==> config.mk <==
export PLATFORM = sky130hd
export DESIGN_NAME = operand_latch_pipe
export DESIGN_NICKNAME = d
export VERILOG_FILES = /design/src/rtl/operand_latch_pipe.sv
export SDC_FILE = /design/constraint.sdc
export NUM_CORES = 1
export LEC_CHECK = 0
export CORE_AREA = 2 2 150 152
export CTS_CLUSTER_DIAMETER = 50
export CTS_CLUSTER_SIZE = 16
export DETAILED_ROUTE_END_ITERATION = 12
export DIE_AREA = 0 0 152 154
export GPL_TIMING_DRIVEN = 0
export PLACE_DENSITY = 0.65
export SLEW_MARGIN = 40
export SYNTH_ARGS = -nofsm -noshare
export SYNTH_HDL_FRONTEND = slang
export SYNTH_SLANG_ARGS = --single-unit
==> constraint.sdc <==
create_clock -name clk -period 9.2 [get_ports clk]
set_clock_uncertainty 0.2 [all_clocks]
set_input_delay 1.84 -clock clk [delete_from_list [all_inputs] [get_ports clk]]
set_output_delay 1.84 -clock clk [all_outputs]
set_load 0.02 [all_outputs]
==> src/rtl/operand_latch_pipe.sv <==
// operand_latch_pipe: NCH-channel operand register with a ready/valid
// handshake on both sides. A main entry drives the outputs and a skid entry
// absorbs one extra beat when downstream stalls, so in_ready can come
// straight from a flop. Handshake rule: a beat moves on an edge only when
// valid and ready are both high in that cycle; valid never depends on ready.
module operand_latch_pipe #(
    parameter int WIDTH = 32,
    parameter int NCH   = 2,
    parameter int CNT_W = 16
) (
    input  logic                 clk,
    input  logic                 rst,
    input  logic [NCH*WIDTH-1:0] in_data,
    input  logic [NCH-1:0]       in_hold,
    input  logic                 in_valid,
    output logic                 in_ready,
    input  logic                 flush,
    output logic [NCH*WIDTH-1:0] out_data,
    output logic                 out_valid,
    input  logic                 out_ready,
    output logic [1:0]           occupancy,
    output logic [CNT_W-1:0]     beat_count
);

    localparam int DW = NCH * WIDTH;

    logic [DW-1:0]    r_main_data;
    logic [DW-1:0]    r_skid_data;
    logic [DW-1:0]    r_last;
    logic             r_main_valid;
    logic             r_skid_valid;
    logic [CNT_W-1:0] r_beat_count;

    logic [DW-1:0]    w_resolved;
    logic             w_accept;
    logic             w_deliver;
    logic             w_main_free;

    // The skid entry is only ever occupied while main is occupied, so a full
    // skid entry means the block is full.
    assign in_ready    = !r_skid_valid;
    assign w_accept    = in_valid && !r_skid_valid && !flush;
    assign w_deliver   = r_main_valid && out_ready;
    assign w_main_free = !r_main_valid || out_ready;

    assign out_data    = r_main_data;
    assign out_valid   = r_main_valid;
    assign occupancy   = {1'b0, r_main_valid} + {1'b0, r_skid_valid};
    assign beat_count  = r_beat_count;

    // Held channels reuse the operand from the previously accepted beat.
    always_comb begin
        w_resolved = in_data;
        for (int i = 0; i < NCH; i++) begin
            if (in_hold[i]) begin
                w_resolved[i*WIDTH +: WIDTH] = r_last[i*WIDTH +: WIDTH];
            end
        end
    end

    // Entry valid bits: flush empties both; otherwise shift skid into main.
    always_ff @(posedge clk or posedge rst) begin
        if (rst) begin
            r_main_valid <= 1'b0;
            r_skid_valid <= 1'b0;
        end else if (flush) begin
            r_main_valid <= 1'b0;
            r_skid_valid <= 1'b0;
        end else if (w_main_free) begin
            if (r_skid_valid) begin
                r_main_valid <= 1'b1;
                r_skid_valid <= w_accept;
            end else begin
                r_main_valid <= w_accept;
                r_skid_valid <= 1'b0;
            end
        end else if (w_accept) begin
            r_skid_valid <= 1'b1;
        end
    end

    // Entry data follows the valid bits; flush leaves the contents alone.
    always_ff @(posedge clk or posedge rst) begin
        if (rst) begin
            r_main_data <= '0;
            r_skid_data <= '0;
        end else if (!flush) begin
            if (w_main_free) begin
                if (r_skid_valid) begin
                    r_main_data <= r_skid_data;
                    if (w_accept) begin
                        r_skid_data <= w_resolved;
                    end
                end else if (w_accept) begin
                    r_main_data <= w_resolved;
                end
            end else if (w_accept) begin
                r_skid_data <= w_resolved;
            end
        end
    end

    // Remember the last accepted beat for the hold mask; flush keeps it.
    always_ff @(posedge clk or posedge rst) begin
        if (rst) begin
            r_last <= '0;
        end else if (w_accept) begin
            r_last <= w_resolved;
        end
    end

    // Delivered-beat counter, wraps naturally; counts even during flush.
    always_ff @(posedge clk or posedge rst) begin
        if (rst) begin
            r_beat_count <= '0;
        end else if (w_deliver) begin
            r_beat_count <= r_beat_count + 1'b1;
        end
    end

endmodule

==> results of run 1 <==
-- routing by layer --
| metal | part of all wire | routed length [um] | track usage |
|---|---|---|---|
| met1 | 0.46 | 10500 | 0.269 |
| met4 | 0.022 | 492 | 0.0636 |
| met5 | 0 | 0 | 0 |
| met3 | 0.033 | 744 | 0.0220 |
| met2 | 0.48 | 11000 | 0.310 |
-- kinds of logic after synthesis --
family                   Yosys count  synth area share
AND/OR/NAND/NOR                  283             0.126
AO/OA/AOI/OAI                    258             0.147
flip-flops                       210             0.595
buffers and inverters             69            0.0404
multiplexers                      65            0.0738
XOR/XNOR                          15            0.0149
adder cells (fa/ha/maj)            2           0.00283
-- through the flow --
| step | std cells | setup slack [ps] | hold slack (ps) |
|---|---|---|---|
| floorplan | 902 | 1420 | 295 |
| global placement | 1334 | -1480 | 260 |
| detailed placement | 1337 | 5180 | 265 |
| CTS | 1377 | 4640 | 273 |
| global route | 1379 | 4570 | 295 |
| finish | 1379 | 4690 | 268 |
-- flip-flops by register name (all words and copies together) (netlist names) --
signal,count
out_data,64
beat_count,16
r_skid_valid,1
r_last,64
r_skid_data,64
out_valid,1
-- path summary, 6_finish.rpt --
| path | from | endpoint | slack [ps] | depth (start not counted) |
|---|---|---|---|---|
| worst min register to register | beat_count[15]$_DFFE_PP0P_ | beat_count[15]$_DFFE_PP0P_ | 270 | 1 |
| worst max-delay path | r_skid_valid$_DFFE_PP0P_ | in_ready | 4690 | 5 |
| min in group asynchronous | rst | out_data[23]$_DFFE_PP0P_ | 1550 | 2 |
| max in group asynchronous | rst | r_last[46]$_DFFE_PP0P_ | 6310 | 4 |
| worst min-delay path | beat_count[15]$_DFFE_PP0P_ | beat_count[15]$_DFFE_PP0P_ | 270 | 1 |
| worst max register to register | r_skid_valid$_DFFE_PP0P_ | out_data[38]$_DFFE_PP0P_ | 7030 | 5 |
-- final cells by class --
cell class                      count  area [um2]
Sequential cell                   210        5260
Tap cell                          280         350
Antenna cell                        2        5.00
Clock inverter                     15         191
Clock buffer                       25         593
Multi-Input combinational cell    623        3220
Inverter                            4        22.5
Timing Repair Buffer              155        1600
Fill cell                        1965       10100
Buffer                             65         342
-- synthesized netlist by cell type --
cell type / count / share of area
xnor2_1: 10 / 0.0099
nor2_1: 197 / 0.084
nand4_1: 2 / 0.0014
buf_2: 30 / 0.017
ha_1: 2 / 0.0028
o211ai_1: 1 / 0.00085
dfrtp_1: 210 / 0.60
buf_1: 4 / 0.0017
clkbuf_1: 15 / 0.0064
nand2b_1: 1 / 0.00071
nor3_1: 1 / 0.00057
and2b_1: 1 / 0.00085
mux2_2: 1 / 0.0013
mux2i_1: 64 / 0.073
nand3_1: 8 / 0.0045
a21oi_1: 193 / 0.11
o21ai_0: 62 / 0.035
buf_4: 16 / 0.014
nor3b_2: 2 / 0.0028
inv_1: 4 / 0.0017
xor2_1: 5 / 0.0050
and3_1: 3 / 0.0021
nand2_1: 67 / 0.028
o21ai_1: 2 / 0.0011
and4_1: 1 / 0.00099
-- power breakdown --
| group | switching (mW) | total [mW] | internal, mW |
|---|---|---|---|
| clock network | 0.392 | 0.954 | 0.562 |
| logic | 0.331 | 0.613 | 0.282 |
| registers | 0.115 | 1.24 | 1.12 |
==> flow_metrics.py, run 1 <==
metrics = {
    "timing": {
        "rsz0062_at_grt": "false",
        "maxSlewHeadroom": 0.655,
        "post-route-min-period_ps": 4510,
        "hold_violations": 0,
        "tns_ps": 0,
        "max_freq_mhz": 222,
        "finalSetupViolations": 0,
        "period_share": 0.490,
        "drv_slew": 0,
        "worst_pin_slew_ps": 518,
    },
    "clock_network": {
        "clk_latency_ps": 500,
        "cts_buffers": 23,
        "hold_buffers": 0,
        "clock-sinks": 210,
        "cts_tree": "yes",
        "clkTransAtPathRegs_ps": 60,
        "ctsResizeCount": 0,
        "cts_max_path_buffers": 3,
        "post_cts_buffers": 0,
        "ctsRootBufferMaster": "clkbuf_16",
        "htreeDepth": 1,
    },
    "logic_synthesis": {
        "synth_area_um2": 8830,
        "synthCells": 902,
        "synth_fp_nets": 975,
        "syn_avg_cell_area_um2": 9.79,
        "yosys_warnings": 0,
        "synth.distinct_cells": 25,
        "seq_area_frac_synth": 0.595,
        "ys_seq_elements": 210,
    },
    "global_route": {
        "grt_max_degree": 62,
        "grt_pass1_vias": 6832,
        "gr-total-overflow": 0,
        "grt_pass1_wl_um": 36300,
        "grtUsageTotal": 0.191,
        "antenna_found_initial": 2,
    },
    "critical_path": {
        "cp_top_family": "buffers and inverters",
        "crit_chain": "buf_2 -> buf_2 -> clkbuf_1 -> inv_1 -> clkdlybuf4s50_1",
        "worst-path-max-fanout": 10,
        "slowest_stage": "clkdlybuf4s50_1",
        "cp.required_ps": 7160,
        "worstSetupPathType": "flip-flop to primary output",
        "start_kind": "flip-flop",
        "cp-end-kind": "primary output",
        "crit_top_cell": "buf_2",
        "critPathMaxStageDelay_ps": 560,
        "crit_buf_inv": 5,
        "worst-endpoint-arrival_ps": 2470,
    },
    "detailed_routing": {
        "num_vias": 6934,
        "dr.pass1.iters": 5,
        "drc": 0,
        "post_drt_wl_per_cell_um": 16.5,
        "wirelength_um": 22700,
        "ant_nets": 0,
        "drt_iter0_drc": 408,
        "via_per_inst": 5.03,
    },
    "floorplan": {
        "coreArea_um2": 21700,
        "io_pins": 155,
        "die_y_um": 154,
        "die_w_um": 152,
        "start_util": 0.407,
        "die-area_um2": 23400,
        "floorplan.rows": 54,
    },
    "power_and_ir_drop": {
        "powerDensity_nw_per_um2": 242,
        "total_power_mw": 2.80,
        "max-vdd-ir-drop_v": 0.000138,
        "total_leakage_power_nw": 5.12,
    },
    "layout": {
        "layout-drive-gt1-share": 0.0839,
        "final_common_cell": "dfrtp_1",
        "stdcell_area_um2": 11600,
        "final_cell_mix": "dfrtp_1, nor2_1, a21oi_1",
        "final_util": 0.534,
        "nNetsFinal": 1155,
        "synthToLayoutAreaGrowth_pct": 31.2,
    },
    "place": {
        "place_area_um2": 10800,
        "portBuffers": 152,
        "gp_congestion": 0.799,
        "hpwl_um": 15900,
    },
    "job": {
        "drv_cap": 0,
    },
    "run_status": {
        "status": "finished, final reports clean",
    },
    "worst_hold_path": {
        "hp-class": "flip-flop to flip-flop",
    },
}
(Power assumes the default switching activity.)
==> run 2, diff against run 1 <==
==> constraint.sdc (replaced) <==
create_clock -name clk -period 4.6 [get_ports clk]
set_clock_uncertainty 0.2 [all_clocks]
set_input_delay 0.92 -clock clk [delete_from_list [all_inputs] [get_ports clk]]
set_output_delay 0.92 -clock clk [all_outputs]
set_load 0.02 [all_outputs]
==> flow_metrics.py, run 2 (same netlist as run 1, synthesis figures left out) <==
metrics = {
    "critical_path": {
        "cp-end-kind": "primary output",
        "worstSetupPathType": "flip-flop to primary output",
        "worst-path-max-fanout": 10,
        "cp.required_ps": 3480,
        "start_kind": "flip-flop",
        "worst-endpoint-arrival_ps": 2450,
        "cp-startpoint": "r_skid_valid$_DFFE_PP0P_",
        "reg2reg_from": "r_skid_valid$_DFFE_PP0P_",
        "worstRegToRegCells": 5,
    },
    "layout": {
        "final_cell_mix": "dfrtp_1, nor2_1, a21oi_1",
        "final_util": 0.537,
        "synthToLayoutAreaGrowth_pct": 32.0,
        "n_fill_cell": 1957,
        "final_common_cell": "dfrtp_1",
        "nNetsFinal": 1160,
        "layout-drive-gt1-share": 0.0879,
    },
    "global_route": {
        "antenna_found_initial": 1,
        "grt_max_degree": 26,
        "gr-total-overflow": 0,
        "grtUsageTotal": 0.196,
        "grt_pass1_vias": 6995,
        "grt_pass1_wl_um": 37600,
    },
    "clock_network": {
        "cts_tree": "yes",
        "htreeDepth": 1,
        "clk_latency_ps": 500,
        "cts_buffers": 22,
        "ctsRootBufferMaster": "clkbuf_16",
        "ctsResizeCount": 0,
        "clkTransAtPathRegs_ps": 70,
        "hold_buffers": 0,
        "clock-sinks": 210,
        "cts_max_path_buffers": 3,
        "post_cts_buffers": 0,
    },
    "worst_hold_path": {
        "worstHoldPathCells": 1,
        "hp-class": "flip-flop to flip-flop",
        "hp-start": "beat_count[15]$_DFFE_PP0P_",
    },
    "timing": {
        "post-route-min-period_ps": 3570,
        "worst_pin_slew_ps": 556,
        "rsz0062_at_grt": "false",
        "period_share": 0.776,
        "finalSetupViolations": 0,
        "drv_slew": 0,
        "hold_violations": 0,
        "max_freq_mhz": 280,
        "setup_slack_ps": 1030,
        "maxSlewHeadroom": 0.629,
    },
    "detailed_routing": {
        "ant_nets": 0,
        "drt_iter0_drc": 309,
        "drc": 0,
        "wirelength_um": 23000,
        "num_vias": 7011,
        "post_drt_wl_per_cell_um": 16.6,
        "dr.pass1.iters": 5,
        "via_per_inst": 5.07,
    },
    "power_and_ir_drop": {
        "total_power_mw": 5.50,
        "total_leakage_power_nw": 5.16,
        "max-vdd-ir-drop_v": 0.000278,
        "powerDensity_nw_per_um2": 472,
    },
    "floorplan": {
        "io_pins": 155,
        "start_util": 0.407,
        "die-area_um2": 23400,
        "floorplan.rows": 54,
        "coreArea_um2": 21700,
        "die_y_um": 154,
        "die_w_um": 152,
    },
    "place": {
        "gp_congestion": 0.795,
        "hpwl_um": 16300,
        "portBuffers": 152,
        "place_ws_ps": 1500,
    },
    "run_status": {
        "status": "finished, final reports clean",
    },
    "job": {
        "drv_cap": 0,
    },
}
[run 2: metrics by stage]
| stage | instance area (um2) | std cells | hold WS, ps | setup TNS (ps) |
|---|---|---|---|---|
| 2_1_floorplan | 8830 | 902 | 295 | 0 |
| 3_3_place_gp | 10700 | 1334 | 262 | -206400 |
| 3_5_place_dp | 10900 | 1343 | 272 | 0 |
| 4_1_cts | 11600 | 1383 | 284 | 0 |
| 5_1_grt | 11700 | 1384 | 302 | 0 |
| 6_report | 11700 | 1384 | 276 | 0 |
[run 2: layout make-up]
type / count / area (um2) / area share
Antenna cell: 1 / 2.50 / 0.000215
Buffer: 65 / 342 / 0.0293
Tap cell: 280 / 350 / 0.0301
Clock buffer: 27 / 611 / 0.0524
Multi-Input combinational cell: 623 / 3220 / 0.276
Sequential cell: 210 / 5260 / 0.451
Clock inverter: 13 / 124 / 0.0106
Inverter: 4 / 18.8 / 0.00161
Timing Repair Buffer: 161 / 1730 / 0.149
[run 2: worst max-delay path, stage by stage, from the launching register on]
cell and delay (ps):
dfrtp_1 340, buf_2 210, buf_2 300, clkbuf_1 450, inv_1 80, clkdlybuf4s50_1 560
[run 2: final timing paths]
check	to	slack, ps
worst max register to register	out_data[15]$_DFFE_PP0P_	2450
worst min register to register	beat_count[15]$_DFFE_PP0P_	280
worst min-delay path	beat_count[15]$_DFFE_PP0P_	280
max in group asynchronous	out_data[29]$_DFFE_PP0P_	2580
min in group asynchronous	beat_count[2]$_DFFE_PP0P_	580
worst max-delay path	in_ready	1030
[run 2: routing by layer]
layer,part of all wire,wire (um),global-route usage,vias to the layer above
met5,0,0,0,-
met4,0.022,504,0.0538,0
met3,0.042,974,0.0304,30
met2,0.49,11200,0.325,176
met1,0.45,10400,0.271,3395
li1,-,-,-,3410
[run 2: where the power goes]
group | total, mW | switching [mW] | internal [mW]
clock | 1.79 | 0.768 | 1.02
combinational | 1.24 | 0.666 | 0.576
sequential | 2.47 | 0.227 | 2.25
total | 5.50 | 1.66 | 3.84
==> run 3, diff against run 2 <==
==> constraint.sdc (replaced) <==
create_clock -name clk -period 3.5 [get_ports clk]
set_clock_uncertainty 0.2 [all_clocks]
set_input_delay 0.7 -clock clk [delete_from_list [all_inputs] [get_ports clk]]
set_output_delay 0.7 -clock clk [all_outputs]
set_load 0.02 [all_outputs]
==> results of run 3 <==
The final DEF is identical to that of run 2. Status: finished, final reports clean.
Among the figures that moved: setup slack after placement 1500 ps -> 624 ps; setup slack after layout 1030 ps -> 151 ps; register-to-register setup slack 2450 ps -> 1350 ps; total power 5.50 mW -> 7.23 mW; worst IR drop on VDD 0.000278 V -> 0.000366 V
